--- config.mk ---
export PLATFORM = sky130hd
export DESIGN_NAME = mem_arbiter
export DESIGN_NICKNAME = d
export VERILOG_FILES = /design/src/rtl/mem_arbiter.sv
export SDC_FILE = /design/constraint.sdc
export NUM_CORES = 1
export LEC_CHECK = 0
export CORE_MARGIN = 5
export CORE_UTILIZATION = 41
export CTS_CLUSTER_SIZE = 28
export DETAILED_ROUTE_END_ITERATION = 8
export PLACE_DENSITY_LB_ADDON = 0.05
export SLEW_MARGIN = 20
export SYNTH_ARGS = -nofsm -noshare
export SYNTH_HDL_FRONTEND = slang
export SYNTH_SLANG_ARGS = --single-unit
--- constraint.sdc ---
create_clock -name clk -period 2.16 [get_ports clk]
set_input_delay 0.432 -clock clk [delete_from_list [all_inputs] [get_ports clk]]
set_output_delay 0.432 -clock clk [all_outputs]
set_load 0.03 [all_outputs]
--- src/rtl/mem_arbiter.sv ---
`default_nettype none
// ============================================================================
// Module   : mem_arbiter
// Brief    : Shares one memory port between instruction fetch and data
//            requesters with alternating tie-break and timeout abort.
// Revision : 1.0 - initial release
// ============================================================================
module mem_arbiter #(
    parameter int TIMEOUT = 255
) (
    input  logic        clk,
    input  logic        rst,
    input  logic        if_req,
    input  logic [31:0] if_addr,
    output logic [31:0] if_rdata,
    output logic        if_valid,
    output logic        if_err,
    input  logic        d_req,
    input  logic        d_we,
    input  logic [3:0]  d_mask,
    input  logic [31:0] d_addr,
    input  logic [31:0] d_wdata,
    output logic [31:0] d_rdata,
    output logic        d_valid,
    output logic        d_err,
    output logic        mem_req,
    output logic        mem_we,
    output logic [3:0]  mem_mask,
    output logic [31:0] mem_addr,
    output logic [31:0] mem_wdata,
    input  logic [31:0] mem_rdata,
    input  logic        mem_ack
);

    typedef enum logic [1:0] {
        ST_IDLE = 2'd0,
        ST_BUSY = 2'd1,
        ST_RESP = 2'd2
    } state_t;

    localparam logic [9:0] C_TIMEOUT = 10'(TIMEOUT);

    state_t      r_state;
    state_t      w_state_nxt;
    logic        r_gnt;       // 0 = instruction, 1 = data
    logic        r_last;      // last requester that received a response
    logic [9:0]  r_cnt;
    logic [31:0] r_addr;
    logic [31:0] r_wdata;
    logic [3:0]  r_mask;
    logic        r_we;
    logic [31:0] r_if_rdata;
    logic [31:0] r_d_rdata;
    logic        r_if_err;
    logic        r_d_err;

    logic        w_any_req;
    logic        w_pick_d;
    logic        w_expired;

    // Data wins when it is alone, or on a tie when instruction was served last
    // (or nothing yet, since last resets to instruction).
    assign w_any_req = if_req | d_req;
    assign w_pick_d  = d_req & (~if_req | ~r_last);
    assign w_expired = (r_cnt == C_TIMEOUT);

    // State register
    always_ff @(posedge clk or negedge rst) begin
        if (!rst) begin
            r_state <= ST_IDLE;
        end else begin
            r_state <= w_state_nxt;
        end
    end

    // Next-state and handshake outputs; an ack on the expiry cycle still counts
    always_comb begin
        w_state_nxt = r_state;
        mem_req     = 1'b0;
        if_valid    = 1'b0;
        d_valid     = 1'b0;
        case (r_state)
            ST_IDLE: begin
                if (w_any_req) begin
                    w_state_nxt = ST_BUSY;
                end
            end
            ST_BUSY: begin
                mem_req = ~w_expired;
                if (mem_ack || w_expired) begin
                    w_state_nxt = ST_RESP;
                end
            end
            ST_RESP: begin
                if_valid    = ~r_gnt;
                d_valid     = r_gnt;
                w_state_nxt = ST_IDLE;
            end
            default: begin
                w_state_nxt = ST_IDLE;
            end
        endcase
    end

    // Grant capture, request field latching and BUSY cycle counter
    always_ff @(posedge clk or negedge rst) begin
        if (!rst) begin
            r_gnt   <= 1'b0;
            r_cnt   <= 10'd0;
            r_addr  <= 32'd0;
            r_wdata <= 32'd0;
            r_mask  <= 4'd0;
            r_we    <= 1'b0;
        end else if (r_state == ST_IDLE && w_any_req) begin
            r_gnt <= w_pick_d;
            r_cnt <= 10'd0;
            if (w_pick_d) begin
                r_addr  <= d_addr;
                r_wdata <= d_wdata;
                r_mask  <= d_mask;
                r_we    <= d_we;
            end else begin
                r_addr  <= if_addr;
                r_wdata <= 32'd0;
                r_mask  <= 4'hF;
                r_we    <= 1'b0;
            end
        end else if (r_state == ST_BUSY && !mem_ack && !w_expired) begin
            r_cnt <= r_cnt + 10'd1;
        end
    end

    // Response data/error capture and tie-break history
    always_ff @(posedge clk or negedge rst) begin
        if (!rst) begin
            r_last     <= 1'b0;
            r_if_rdata <= 32'd0;
            r_d_rdata  <= 32'd0;
            r_if_err   <= 1'b0;
            r_d_err    <= 1'b0;
        end else if (r_state == ST_BUSY && (mem_ack || w_expired)) begin
            r_last <= r_gnt;
            if (r_gnt) begin
                r_d_rdata <= mem_ack ? mem_rdata : 32'd0;
                r_d_err   <= ~mem_ack;
            end else begin
                r_if_rdata <= mem_ack ? mem_rdata : 32'd0;
                r_if_err   <= ~mem_ack;
            end
        end
    end

    assign mem_we    = r_we;
    assign mem_mask  = r_mask;
    assign mem_addr  = r_addr;
    assign mem_wdata = r_wdata;
    assign if_rdata  = r_if_rdata;
    assign if_err    = r_if_err;
    assign d_rdata   = r_d_rdata;
    assign d_err     = r_d_err;

endmodule
`default_nettype wire

==> summary.txt <==
Pwr
  – Reg power frac: 31.3%
  – Net Sw Power: 5.89 mW
  – Leakage Power: 4.26 nW
  – Cell-internal power: 9.07 mW
  – Clock Power Share: 20.4%
  – Comb pwr share: 48.3%
  – Max VDD drop: 0.000712 V
  – Switch share: 39.3%
  – PwrDens: 1560 nW/um2

Yosys
  – Seq/Total Area, Yosys: 64.2%
  – Yosys warns: 0
  – Adder-Cell Fraction of Synth Area: 0.215%
  – Syn Nets: 594
  – Synth Area in Compound Gates: 20.3%
  – Synthesized flop and latch total: 149
  – Main combinational cell family by area after synthesis: compound AO/OA/AOI/OAI gates
  – Post-Synth XOR/XNOR Area: 0.151%
  – Post-Syn Instances: 455
  – Multiplexer area fraction after synthesis: 5.86%
  – Yosys cell types: 35
  – Post-synthesis cell area: 5810 um2
  – Simple-gate share of the synthesized area: 6.39%
  – Syn Area/Cell: 12.8 um2

Clock tree
  – Clock-pin slew on the worst setup and hold paths: 0.06 ns
  – CTS Sinks: 149
  – Clk root buf: clkbuf_16
  – Insertion delay to the later sink of the worst-skew pair: 0.42 ns
  – CTS max path bufs: 2
  – CTS buffer count: 17
  – H-tree Lvls: 4
  – CTS tree: built

STA
  – Highest clock rate: 0.468 GHz
  – Unrepaired setup endpoints after global routing: true
  – Worst slew margin: 59.0%
  – Final setup violation count: 0
  – Minimum clock period: 2.14 ns
  – Total negative slack: 0 ns
  – Slew at the pin closest to its max-slew limit: 0.615 ns
  – Final cycle utilization of the critical path: 99.0%
  – Setup Skew: 0.00733 ns
  – Final hold vios: 0
  – Slew Viols, Final: 0

Global route
  – Global-route wire length before repair: 28,000 um
  – Vias in the first global route: 5,242
  – Gr usage total: 21.5%
  – Initial antenna violation count: 0
  – Gr ovfl total: 0
  – Pin count of the biggest net entering global routing: 98

Cells and area
  – Final Instance Area: 9570 um2
  – Final #Nets: 877
  – Synth-to-Final Area Change: 64.7%
  – Most frequent cells in the layout: clkdlybuf4s50_1 (271), dfrtp_1 (149), a22o_1 (97)
  – Ant. Diodes: 0
  – Share of layout cells above drive strength 1: 8.81%
  – Commonest non-fill, non-tap cell in the layout: clkdlybuf4s50_1

Worst setup path
  – CP Capture Type: output port
  – Register-to-Register Path Depth: 7
  – Critical path arrival: 1.71 ns
  – Worst R2R Setup Slack: 0.17 ns
  – R2R Path End: if_rdata[11]
  – CP Data Required Time: 1.73 ns
  – Critical Path Fanout Max: 4
  – Worst setup SP type: flop
  – R2r startpoint: r_cnt[0]
  – Crit path from: r_cnt[0]
  – CP Class: reg -> out

Detailed routing
  – Routed Antenna Nets: 0
  – Via density: 5.24
  – Initial DRC count: 359
  – # DRC: 0
  – WL final: 17,600 um
  – 1st-pass router iterations: 5
  – Via count: 4,871
  – Wirelength per Cell: 18.9 um

Die
  – Die X: 129 um
  – Die Y-Extent: 129 um
  – Die area: 16,700 um2
  – Core box area: 13,900 um2
  – Initial core utilization: 41.9%
  – Io pins: 276
  – Row count: 43

Flow run
  – Max Cap Viol: 0

Placement
  – GPL Wtd Cong: 0.776
  – Port buffer count: 275
  – DPL Wire Length: 13,100 um
  – DP Area: 8890 um2

Min path
  – Worst Hold End: mem_addr[17]
  – Worst Hold Class: reg -> reg
  – Worst hold start: mem_addr[17]
  – Hold Path Depth: 2

Run status
  – Outcome: complete, no violations
==> critical path, stage by stage (launching register included) <==
cell	delay (ns)
dfrtp_1	0.38
ha_2	0.21
and4_4	0.23
and3_4	0.19
buf_6	0.11
nor2_4	0.04
buf_12	0.13
==> state kept, by name (all words and copies together) (netlist names) <==
name       cells
d_err          1
d_rdata       32
if_err         1
if_rdata      32
mem_addr      32
mem_mask       4
mem_wdata     32
mem_we         1
r_cnt         10
r_gnt          1
r_last         1
r_state        2
==> power by group through the flow <==
stage / registers (mW) / logic (mW) / clock network (mW)
2_1_floorplan: 6.79 / 1.83 / 0
3_3_place_gp: 4.68 / 7.20 / 0
3_5_place_dp: 4.69 / 7.31 / 0
4_1_cts: 4.68 / 7.33 / 3.13
5_1_grt: 4.82 / 7.68 / 3.25
6_report: 4.68 / 7.23 / 3.05
==> metrics by stage <==
stage	setup slack (ns)	hold WS [ns]	instances	power (mW)	utilization, %
2_1_floorplan	0.255	0.136	455	8.62	-
3_3_place_gp	0.149	0.403	892	11.9	64.1
3_5_place_dp	0.128	0.407	892	12.0	64.1
4_1_cts	-0.0313	0.482	923	15.1	68.6
5_1_grt	-0.0513	0.508	929	15.8	69.0
6_report	0.0223	0.476	929	15.0	69.0
==> area by class of cell <==
cell class,instances,area [um2]
inverters,1,3.75
clock inverters,13,184
flip-flops and latches,149,3730
well taps,180,225
repair buffers,301,3050
clock buffers,17,425
multi-input cells,268,1950
fillers,1014,4310
==> routing by layer <==
metal  track usage [%]  routed length [um]  vias up
li1                  -                   -     2260
met1              26.6                7110     2377
met2              34.6                8430      206
met3              7.75                1590       28
met4              8.46                 439        0
met5                 0                   0        -
==> worst max path at each step <==
stage and end:
3_5_place_dp d_rdata[16], 5_1_grt mem_req, 6_report mem_req, 3_3_place_gp d_rdata[4]
4_1_cts mem_req, 2_1_floorplan mem_req
==> synthesized netlist by cell type, drive strengths merged <==
cell	count	area share [%]
a21boi	1	0.13
a21oi	3	0.26
a22o	97	15
a311o	1	0.17
a31oi	2	0.22
and2	3	0.32
and3	4	0.52
and3b	1	0.15
and4	1	0.19
buf	20	1.8
clkbuf	17	1.1
dfrtp	149	64
ha	1	0.22
inv	1	0.065
mux2i	34	5.9
nand2	45	2.9
nand2b	1	0.24
nand3	2	0.17
nand3b	1	0.13
nand4	2	0.22
nor2	11	0.71
nor2b	1	0.11
nor3b	1	0.13
o211ai	4	0.52
o21a	1	0.13
o21ai	38	3.3
o22a	4	0.60
o31ai	3	0.39
or3	2	0.22
or4	3	0.39
xor2	1	0.15
==> timing repair <==
action,4_1_cts,5_1_grt
setup endpoints to repair,3,1
cloned,0,0
hold endpoints to repair,47,0
hold buffers,1,0
resized for setup,7,0
pin swaps,2,1
setup buffers,0,6
==> cells by family (layout without fill, tap and decap cells) <==
kind of cell | count (synthesis) | after routing
AO/OA/AOI/OAI | 154 | 154
flip-flops | 149 | 149
AND/OR/NAND/NOR | 78 | 78
buffers and inverters | 38 | 332
multiplexers | 34 | 34
adder cells (fa/ha/maj) | 1 | 1
XOR/XNOR | 1 | 1
Power figures use the tool's default switching activity.
